[src/rtl/ram_pkg.sv]
// Shared types and helpers for the banked Hack data RAM.
package ram_pkg;

   localparam int unsigned HACK_WORD_W = 16;

   typedef enum logic [1:0] {
      RAM_RESET,
      RAM_CLEAR,
      RAM_READY
   } ram_state_t;

   // Bank index is the top sel_w bits of an addr_w-bit word address.
   function automatic int unsigned bank_of(input int unsigned addr,
                                           input int unsigned addr_w,
                                           input int unsigned sel_w);
      return addr >> (addr_w - sel_w);
   endfunction

endpackage

[src/rtl/ram_banked_if.sv]
// Request/response bus of ram_banked; master is the CPU memory stage, slave is the RAM.
interface ram_banked_if #(
   parameter int unsigned DATA_W = 16,
   parameter int unsigned ADDR_W = 6
);

   logic              req_valid;
   logic              req_ready;
   logic              load;
   logic [ADDR_W-1:0] address;
   logic [DATA_W-1:0] data_in;
   logic              rd_valid;
   logic [DATA_W-1:0] data_out;
   logic              init_done;

   modport master (
      output req_valid, load, address, data_in,
      input  req_ready, rd_valid, data_out, init_done
   );

   modport slave (
      input  req_valid, load, address, data_in,
      output req_ready, rd_valid, data_out, init_done
   );

endinterface

[src/rtl/ram_bank.sv]
// One bank of the banked RAM: synchronous write, registered read every cycle.
module ram_bank #(
   parameter int unsigned DATA_W = 16,
   parameter int unsigned ADDR_W = 3
) (
   input  logic              clk,
   input  logic              we_i,
   input  logic [ADDR_W-1:0] addr_i,
   input  logic [DATA_W-1:0] wdata_i,
   output logic [DATA_W-1:0] rdata_o
);

   logic [DATA_W-1:0] mem_q [2**ADDR_W];
   logic [DATA_W-1:0] rdata_q;

   always_ff @(posedge clk) begin
      if (we_i) begin
         mem_q[addr_i] <= wdata_i;
      end
      rdata_q <= mem_q[addr_i];
   end

   assign rdata_o = rdata_q;

endmodule

[src/rtl/ram_banked.sv]
// Banked data RAM with ready/valid requests, 1-cycle registered read and an optional
// post-reset clear pass compiled in with RAM_BANKED_CLEAR_EN.
module ram_banked
   import ram_pkg::*;
#(
   parameter int unsigned DATA_W     = HACK_WORD_W,
   parameter int unsigned ADDR_W     = 6,
   parameter int unsigned BANK_SEL_W = 3
) (
   input logic         clk,
   input logic         rst,
   ram_banked_if.slave bus
);

   localparam int unsigned WordW    = ADDR_W - BANK_SEL_W;
   localparam int unsigned NumBanks = 2**BANK_SEL_W;
   localparam int unsigned Depth    = 2**ADDR_W;

   ram_state_t              state_q, state_d;
   logic                    rd_valid_q, rd_valid_d;
   logic [BANK_SEL_W-1:0]   sel_q, sel_d;
   logic [DATA_W-1:0]       hold_q, hold_d;
`ifdef RAM_BANKED_CLEAR_EN
   logic [ADDR_W-1:0]       clr_q, clr_d;
`endif

   logic                    accept;
   logic                    mem_we;
   logic [ADDR_W-1:0]       mem_addr;
   logic [DATA_W-1:0]       mem_wdata;
   logic [BANK_SEL_W-1:0]   acc_bank;
   logic [DATA_W-1:0]       bank_rdata [NumBanks];
   logic [DATA_W-1:0]       rd_mux;

   assign accept = bus.req_valid && bus.req_ready;

   always_comb begin
      state_d = state_q;
`ifdef RAM_BANKED_CLEAR_EN
      clr_d   = clr_q;
`endif
      unique case (state_q)
         RAM_RESET: begin
`ifdef RAM_BANKED_CLEAR_EN
            state_d = RAM_CLEAR;
            clr_d   = '0;
`else
            state_d = RAM_READY;
`endif
         end
`ifdef RAM_BANKED_CLEAR_EN
         RAM_CLEAR: begin
            clr_d = clr_q + 1'b1;
            if (clr_q == ADDR_W'(Depth - 1)) begin
               state_d = RAM_READY;
            end
         end
`endif
         RAM_READY: state_d = RAM_READY;
         default:   state_d = RAM_RESET;
      endcase
   end

   // The clear engine borrows the write port while it runs; requests are blocked then.
   always_comb begin
      mem_addr  = bus.address;
      mem_wdata = bus.data_in;
      mem_we    = accept && bus.load;
`ifdef RAM_BANKED_CLEAR_EN
      if (state_q == RAM_CLEAR) begin
         mem_addr  = clr_q;
         mem_wdata = '0;
         mem_we    = 1'b1;
      end
`endif
   end

   assign acc_bank = BANK_SEL_W'(bank_of(32'(mem_addr), ADDR_W, BANK_SEL_W));

   for (genvar b = 0; b < NumBanks; b++) begin : g_bank
      ram_bank #(
         .DATA_W (DATA_W),
         .ADDR_W (WordW)
      ) u_bank (
         .clk     (clk),
         .we_i    (mem_we && (acc_bank == BANK_SEL_W'(b))),
         .addr_i  (mem_addr[WordW-1:0]),
         .wdata_i (mem_wdata),
         .rdata_o (bank_rdata[b])
      );
   end

   assign rd_mux = bank_rdata[sel_q];

   always_comb begin
      rd_valid_d = accept && !bus.load;
      sel_d      = rd_valid_d ? acc_bank : sel_q;
      hold_d     = rd_valid_q ? rd_mux : hold_q;
   end

   always_ff @(posedge clk) begin
      if (rst) begin
         state_q    <= RAM_RESET;
         rd_valid_q <= 1'b0;
         sel_q      <= '0;
         hold_q     <= '0;
`ifdef RAM_BANKED_CLEAR_EN
         clr_q      <= '0;
`endif
      end else begin
         state_q    <= state_d;
         rd_valid_q <= rd_valid_d;
         sel_q      <= sel_d;
         hold_q     <= hold_d;
`ifdef RAM_BANKED_CLEAR_EN
         clr_q      <= clr_d;
`endif
      end
   end

   // Outside a response cycle data_out replays the last read word.
   assign bus.data_out  = rd_valid_q ? rd_mux : hold_q;
   assign bus.rd_valid  = rd_valid_q;
   assign bus.req_ready = (state_q == RAM_READY);
   assign bus.init_done = (state_q == RAM_READY);

endmodule

[src/flat_wrapper.sv]
// flat-port wrapper written by rule: the top's interface ports become plain ports
module ram_banked_flat import ram_pkg::*;
#(
   parameter int unsigned DATA_W     = HACK_WORD_W,
   parameter int unsigned ADDR_W     = 6,
   parameter int unsigned BANK_SEL_W = 3
)
  (clk, rst, bus_req_valid, bus_load, bus_address, bus_data_in, bus_req_ready, bus_rd_valid, bus_data_out, bus_init_done);
  ram_banked_if #(.DATA_W(DATA_W), .ADDR_W(ADDR_W)) bus_i ();
  input logic clk;
  input logic rst;
  input wire logic [$bits(bus_i.req_valid)-1:0] bus_req_valid;
  input wire logic [$bits(bus_i.load)-1:0] bus_load;
  input wire logic [$bits(bus_i.address)-1:0] bus_address;
  input wire logic [$bits(bus_i.data_in)-1:0] bus_data_in;
  output wire logic [$bits(bus_i.req_ready)-1:0] bus_req_ready;
  output wire logic [$bits(bus_i.rd_valid)-1:0] bus_rd_valid;
  output wire logic [$bits(bus_i.data_out)-1:0] bus_data_out;
  output wire logic [$bits(bus_i.init_done)-1:0] bus_init_done;
  assign bus_i.req_valid = bus_req_valid;
  assign bus_i.load = bus_load;
  assign bus_i.address = bus_address;
  assign bus_i.data_in = bus_data_in;
  assign bus_req_ready = bus_i.req_ready;
  assign bus_rd_valid = bus_i.rd_valid;
  assign bus_data_out = bus_i.data_out;
  assign bus_init_done = bus_i.init_done;
  ram_banked #(.DATA_W(DATA_W), .ADDR_W(ADDR_W), .BANK_SEL_W(BANK_SEL_W)) u_core (.clk(clk), .rst(rst), .bus(bus_i));
endmodule
[config.mk]
export PLATFORM = sky130hd
export DESIGN_NAME = ram_banked_flat
export DESIGN_NICKNAME = d
export VERILOG_FILES = /design/src/rtl/ram_pkg.sv /design/src/rtl/ram_banked_if.sv /design/src/rtl/ram_bank.sv /design/src/rtl/ram_banked.sv /design/src/flat_wrapper.sv
export SDC_FILE = /design/constraint.sdc
export NUM_CORES = 1
export LEC_CHECK = 0
export ABC_AREA = 1
export ABC_CLOCK_PERIOD_IN_PS = 8029
export CAP_MARGIN = 5
export CORE_MARGIN = 2
export CORE_UTILIZATION = 45
export CTS_CLUSTER_SIZE = 10
export DETAILED_ROUTE_END_ITERATION = 8
export SKIP_CTS_REPAIR_TIMING = 1
export SYNTH_ARGS = -nofsm -noshare
export SYNTH_HDL_FRONTEND = slang
export SYNTH_SLANG_ARGS = --single-unit
[constraint.sdc]
create_clock -name clk -period 8.03 [get_ports clk]
set_clock_uncertainty 0.15 [all_clocks]
set_input_delay 2.0075 -clock clk [delete_from_list [all_inputs] [get_ports clk]]
set_output_delay 2.0075 -clock clk [all_outputs]
set_load 0.01 [all_outputs]
==> results of run 1 <==
[cells in the mapped netlist, drive strengths merged]
library cell | n | share of area, %
clkbuf | 72 | 0.63
nand2 | 979 | 8.5
a21oi | 146 | 1.7
edfxtp | 1024 | 71
buf | 90 | 1.1
inv | 210 | 1.8
nor2 | 148 | 1.3
a22oi | 109 | 1.9
o21ai | 109 | 1.3
dfxtp | 149 | 6.9
nand4 | 128 | 1.9
and3 | 8 | 0.12
a21boi | 1 | 0.017
nor3 | 4 | 0.11
nand3 | 127 | 1.5
nand3b | 5 | 0.087
[state kept, by name (all words and copies together), names as in the netlist]
signal	cells
u_core.g_bank.u_bank.rdata_o	128
u_core.sel_q	3
u_core.bus.rd_valid	1
u_core.g_bank.u_bank.mem_q	1024
u_core.hold_q	16
u_core.state_q	1
[logic make-up after synthesis]
kind of cell / synth area share (%)
compound gates: 4.86
buf+inv: 3.58
flops: 78.1
simple gates: 13.5
[how the worst min path moves through the flow]
stage | slack [ns] | cells after the start | endpoint
after floorplan | 0.27 | 2 | u_core.g_bank[0].u_bank.rdata_o[8]$_DFF_P_
after global placement | 0.28 | 2 | u_core.g_bank[2].u_bank.rdata_o[6]$_DFF_P_
after detailed placement | 0.28 | 2 | u_core.g_bank[4].u_bank.rdata_o[8]$_DFF_P_
after CTS | 0.29 | 2 | u_core.g_bank[4].u_bank.rdata_o[8]$_DFF_P_
after global routing | 0.32 | 2 | u_core.g_bank[7].u_bank.rdata_o[2]$_DFF_P_
final | 0.29 | 2 | u_core.g_bank[4].u_bank.rdata_o[8]$_DFF_P_
[tightest hold or removal path, stage by stage, from the launching register on]
cell and delay (ns):
sky130_fd_sc_hd__edfxtp_1 0.32, sky130_fd_sc_hd__a21oi_1 0.06, sky130_fd_sc_hd__nand2_1 0.04
[layer usage]
layer	wire (um)	track usage (%)	part of all wire [%]	vias to the layer above
met4	3730	8.30	3.1	2
met3	9670	4.41	8.1	225
met5	14	0	0.012	-
met1	51000	34.4	43	13200
met2	54800	37.8	46	1109
li1	-	-	-	11900
[power groups by stage]
stage,sequential (mW),clock (mW),combinational (mW)
2_1_floorplan,6.84,0,0.272
3_3_place_gp,6.86,0,0.551
3_5_place_dp,6.86,0,0.556
4_1_cts,6.73,5.64,0.557
5_1_grt,6.74,5.88,0.606
6_report,6.74,5.57,0.560
[layout make-up]
class                      count  area, um^2  area share (%)
clock buffer                 233        3800            7.72
clock inverter                12         149           0.303
inverter                     210         807            1.64
multi-input combinational   1764        8000            16.3
sequential                  1173       33700            68.6
tap                         1265        1580            3.22
timing repair buffer         140        1110            2.26
[per-stage QoR]
| step | instance area [um^2] | utilization [%] |
|---|---|---|
| 2_1_floorplan | 43200 | - |
| 3_3_place_gp | 45200 | 47.6 |
| 3_5_place_dp | 45200 | 47.6 |
| 4_1_cts | 49200 | 51.8 |
| 5_1_grt | 49200 | 51.8 |
| 6_report | 49200 | 51.8 |
[placed cells by master, fill, tap and decap left out]
cell / Yosys / layout
sky130_fd_sc_hd__dfxtp_2: 0 / 1
sky130_fd_sc_hd__nand3_4: 0 / 1
sky130_fd_sc_hd__buf_12: 0 / 3
sky130_fd_sc_hd__clkbuf_1: 72 / 95
sky130_fd_sc_hd__a21boi_0: 1 / 1
sky130_fd_sc_hd__nor3_4: 2 / 3
sky130_fd_sc_hd__edfxtp_1: 1024 / 1024
sky130_fd_sc_hd__and3_1: 8 / 8
sky130_fd_sc_hd__nand3b_1: 5 / 5
sky130_fd_sc_hd__inv_2: 8 / 1
sky130_fd_sc_hd__a22oi_1: 109 / 109
sky130_fd_sc_hd__nand3_1: 122 / 122
sky130_fd_sc_hd__clkbuf_8: 0 / 1
sky130_fd_sc_hd__nor3_1: 1 / 1
sky130_fd_sc_hd__inv_4: 1 / 4
sky130_fd_sc_hd__clkinv_1: 0 / 1
sky130_fd_sc_hd__clkdlybuf4s50_1: 0 / 26
sky130_fd_sc_hd__buf_2: 68 / 17
sky130_fd_sc_hd__inv_6: 0 / 8
sky130_fd_sc_hd__nand2_1: 979 / 979
sky130_fd_sc_hd__bufinv_16: 0 / 1
sky130_fd_sc_hd__o21ai_0: 107 / 107
sky130_fd_sc_hd__dfxtp_1: 149 / 148
sky130_fd_sc_hd__clkbuf_16: 0 / 137
sky130_fd_sc_hd__inv_1: 201 / 200
sky130_fd_sc_hd__buf_4: 9 / 94
sky130_fd_sc_hd__a21oi_1: 146 / 146
sky130_fd_sc_hd__clkinv_8: 0 / 2
sky130_fd_sc_hd__nand3_2: 5 / 4
sky130_fd_sc_hd__nor2_2: 0 / 21
sky130_fd_sc_hd__nor2_1: 148 / 127
sky130_fd_sc_hd__inv_16: 0 / 1
sky130_fd_sc_hd__clkinv_2: 0 / 4
sky130_fd_sc_hd__nand4_1: 128 / 128
sky130_fd_sc_hd__o21ai_1: 2 / 2
==> flow_summary.toml, run 1 <==
[flow_run]
max-cap-violations = 0

[floorplan]
die-height_um = 314
floorplan.initialDensity_pct = 45.5
floorplan.die.width_um = 314
design.die.area_mm2 = 0.0985
core.rowCount = 113
core_area_mm2 = 0.0950
top_level_ports = 45

[logic_synthesis]
synthCells = 3309
ys_warn_count = 0
synth.yosys.seq_area_share_pct = 78.1
synth.cell_area_mm2 = 0.0432
synthDistinctLibCells = 25
syn-mean-instance-area_um2 = 13.1
synth_seq_cells = 1173
postSynthNetCount = 3335

[worst_setup_path]
cp.buffers_inverters = 4
crit_end = "bus_data_out[15]"
arrival_ns = 3.81
reg2reg_depth = 4
timing.critical_path.required_ns = 5.87
critPathMaxStageDelay_ns = 0.64
worst-setup-path-type = "flip-flop to primary output"
crit_cells = 9
worst_path_dominant_cell_family = "buffers and inverters"
crit_path_start = "u_core.sel_q[0]$_SDFFE_PP0P_"
worstPathCellList = "clkinv_2 > buf_4 > buf_4 > nand2_1 > nand3_1 > nand3_1 > nand3_1 > nand2_1 > clkdlybuf4s50_1"
endpoint_class_of_the_critical_path = "primary output"
timing.critical_path.from_type = "flip-flop"
slowest_stage = "sky130_fd_sc_hd__dfxtp_2"
crit_path_frequent_cell = "sky130_fd_sc_hd__nand3_1"
worst_r2r_startpoint = "u_core.state_q[1]$_SDFF_PP0_"
r2r_slack_ns = 5.08
timing.critical_path.fanout_max = 29
reg2reg_to = "u_core.g_bank[2].u_bank.mem_q[6][4]$_DFFE_PP_"

[min_path]
worstHoldPathType = "flip-flop to flip-flop"
hold_path.startpoint = "u_core.g_bank[4].u_bank.mem_q[7][8]$_DFFE_PP_"

[routing]
post_drt_wl_per_cell_um = 24.8
detail_route.iter0.violations = 3134
drt-total-wl_um = 119000
drt_drc_violations_left = 0
antenna_left = 0
via_per_inst = 5.51
drt_first_pass_iters = 7
via_count = 26400

[sta]
holdWs_ns = 0.292
setup_viol = 0
slew_violations = 0
rsz0062_at_grt = "no"
max_freq_ghz = 0.168
totalNegativeSetupSlack_ns = 0
finalCriticalPeriod_ns = 5.97
maxSlewHeadroom_pct = 19.0
final_hold_fails = 0
final_min_period_over_clock_period_pct = 74.3
finalWorstSetupSlack_ns = 2.06
worst_slew_pin_slew_ns = 1.21

[pwr]
pwr-share-clk_pct = 43.3
internal_power_mw = 10.1
power.ir.vdd_worst_uv = 213
p_switching_mw = 2.80
post-layout-total-power_mw = 12.9
power_leakage_nw = 17.3
swShare_pct = 21.8
powerDensity_mw_per_mm2 = 262
share_comb_of_total_power_pct = 4.4
power.sequential.fraction_pct = 52.3

[finish]
fillers = 8070
antenna-diode-count = 0
instances_no_fill = 4797
area_growth_pct = 13.8
drive_above_1_share_pct = 8.58
final_net_count = 3451

[global_routing]
first_global_vias = 25400
number_of_antenna_violations_at_the_first_check_in_global_routing = 3
globalRouteOverflowTotal = 0
global_route.usage.total_pct = 24.2
grt_max_degree = 127
grt_first_pass_wirelength_um = 173000

[clock_tree]
tritoncts_clock_tree = "yes"
ctsRootBufferMaster = "sky130_fd_sc_hd__clkbuf_16"
worstSkewPairLatency_ns = 0.72
cts_bufs_inserted = 136
clock_tree.htree_level_count = 4
clock_path_buffers = 3
cts_sinks = 1173
clk_pin_slew_ns = 0.05

[placement]
pre_cts_slack_ns = 2.15
gpl.final_weighted_congestion = 0.860
post_dp_hpwl_um = 62400
place.detailed.instances = 4552
numPortBuffers = 44

[status]
run_status = "finished, final reports clean"
Note: power is estimated with default switching activity, not from simulation.
==> inputs of run 2 (changes only) <==
Settings changed: ABC_CLOCK_PERIOD_IN_PS 8029 to 5800.
Clock period 8.03 ns to 5.8 ns, I/O delays scaled along.
==> flow_summary.toml, run 2 (same netlist as run 1, synthesis figures left out) <==
[sta]
finalWorstSetupSlack_ns = 0.767
finalCriticalPeriod_ns = 5.03
totalNegativeSetupSlack_ns = 0
worst_slew_pin_slew_ns = 1.16
max_freq_ghz = 0.199
holdWs_ns = 0.286
final_min_period_over_clock_period_pct = 86.8
slew_violations = 0
final_hold_fails = 0
maxSlewHeadroom_pct = 22.6
setup_viol = 0
rsz0062_at_grt = "no"

[placement]
place.detailed.instances = 4581
pre_cts_slack_ns = 1.11
post_dp_hpwl_um = 63600
numPortBuffers = 44
gpl.final_weighted_congestion = 0.808
placed_cell_area_mm2 = 0.0455

[min_path]
worstHoldPathType = "flip-flop to flip-flop"

[finish]
final-seq-area_mm2 = 0.0337
final_net_count = 3480
most_used_cells_in_the_layout_excluding_fill_and_tap_cells = "sky130_fd_sc_hd__edfxtp_1, sky130_fd_sc_hd__nand2_1, sky130_fd_sc_hd__inv_1"
utilization_pct = 52.1
multi_input_area_mm2 = 0.00800
area_of_all_placed_cells_without_fillers_mm2 = 0.0495
mostFrequentLayoutCell = "sky130_fd_sc_hd__edfxtp_1"
largest_reg_flops = 1024
area_growth_pct = 14.5
top_register = "u_core.g_bank.u_bank.mem_q"
instances_no_fill = 4819
drive_above_1_share_pct = 9.34
fillers = 8015

[global_routing]
grt_max_degree = 127
use_met1_pct = 33.3
first_global_vias = 25600
globalRouteOverflowTotal = 0
grt_first_pass_wirelength_um = 173000
global_route.usage.total_pct = 24.4
grt_use_met2_pct = 38.3
global_route.peak_usage_layer = "met2"
grt_use_met3_pct = 5.93
number_of_antenna_violations_at_the_first_check_in_global_routing = 2

[routing]
via_count = 26500
post_drt_wl_per_cell_um = 24.9
via_per_inst = 5.49
drt_drc_violations_left = 0
drt-total-wl_um = 120000
antenna_left = 0
drt_first_pass_iters = 5
detail_route.iter0.violations = 3022

[worst_setup_path]
critPathMaxStageDelay_ns = 0.65
worst_r2r_startpoint = "u_core.state_q[1]$_SDFF_PP0_"
endpoint_class_of_the_critical_path = "primary output"
slowest_stage = "sky130_fd_sc_hd__buf_4"
crit_cells = 8
worst-setup-path-type = "flip-flop to primary output"
crit_path_frequent_cell = "sky130_fd_sc_hd__nand3_1"
crit_end = "bus_data_out[0]"
reg2reg_to = "u_core.g_bank[2].u_bank.mem_q[6][2]$_DFFE_PP_"
worst_path_dominant_cell_family = "buffers and inverters"
timing.critical_path.required_ns = 4.20
reg2reg_depth = 4
worstPathCellList = "clkinv_2 > buf_4 > nand2_1 > nand3_1 > nand3_1 > nand3_1 > nand2_1 > clkdlybuf4s50_1"
r2r_slack_ns = 2.93
cp.buffers_inverters = 3
timing.critical_path.fanout_max = 48
arrival_ns = 3.43
crit_path_start = "u_core.sel_q[0]$_SDFFE_PP0P_"
timing.critical_path.from_type = "flip-flop"

[clock_tree]
ctsRootBufferMaster = "sky130_fd_sc_hd__clkbuf_16"
worstSkewPairLatency_ns = 0.73
clock_path_buffers = 3
tritoncts_clock_tree = "yes"
cts_bufs_inserted = 136
clock_tree.htree_level_count = 4
clk_pin_slew_ns = 0.05
cts_sinks = 1173

[status]
run_status = "finished, final reports clean"

[floorplan]
die-height_um = 314
design.die.area_mm2 = 0.0985
floorplan.initialDensity_pct = 45.5
core.rowCount = 113
floorplan.die.width_um = 314
core_area_mm2 = 0.0950
top_level_ports = 45

[pwr]
power.ir.vdd_worst_uv = 296
power_leakage_nw = 17.5
powerDensity_mw_per_mm2 = 361
post-layout-total-power_mw = 17.8

[flow_run]
max-cap-violations = 0
==> run 2: how the worst min path moves through the flow <==
stage                     depth (start not counted)  slack (ns)                                    endpoint                                     startpoint
final                                             2        0.29  u_core.g_bank[1].u_bank.rdata_o[5]$_DFF_P_  u_core.g_bank[1].u_bank.mem_q[7][5]$_DFFE_PP_
after global routing                              2        0.32  u_core.g_bank[5].u_bank.rdata_o[9]$_DFF_P_  u_core.g_bank[5].u_bank.mem_q[7][9]$_DFFE_PP_
after CTS                                         2        0.29  u_core.g_bank[1].u_bank.rdata_o[5]$_DFF_P_  u_core.g_bank[1].u_bank.mem_q[7][5]$_DFFE_PP_
after detailed placement                          2        0.28  u_core.g_bank[1].u_bank.rdata_o[5]$_DFF_P_  u_core.g_bank[1].u_bank.mem_q[7][5]$_DFFE_PP_
after global placement                            2        0.28  u_core.g_bank[4].u_bank.rdata_o[8]$_DFF_P_  u_core.g_bank[4].u_bank.mem_q[7][8]$_DFFE_PP_
after floorplan                                   2        0.27  u_core.g_bank[0].u_bank.rdata_o[8]$_DFF_P_  u_core.g_bank[0].u_bank.mem_q[7][8]$_DFFE_PP_
==> run 2: layout make-up <==
cell class	count	share of cell area, %
antenna	1	0.00506
clock buffer	229	7.82
clock inverter	8	0.225
inverter	210	1.63
multi-input combinational	1764	16.2
sequential	1173	68.2
tap	1265	3.20
timing repair buffer	169	2.76
==> run 2: worst reg2reg max path, delay by kind of cell (launching register included) <==
family | cells | cell delay [ns]
flip-flops | 1 | 0.39
AND/OR/NAND/NOR | 4 | 1.92
==> run 2: layer usage <==
metal / share of wire (%) / vias up
li1: - / 11900
met1: 42 / 13100
met4: 3.0 / 0
met2: 46 / 1196
met3: 9.1 / 194
met5: 0 / -
==> run 2: where the power goes <==
part	internal (mW)	total (mW)	switching, mW	leakage (nW)
clock	4.52	7.73	3.21	1.90
sequential	9.27	9.32	0.0415	10.5
combinational	0.186	0.793	0.606	5.18
total	14.0	17.8	3.85	17.5
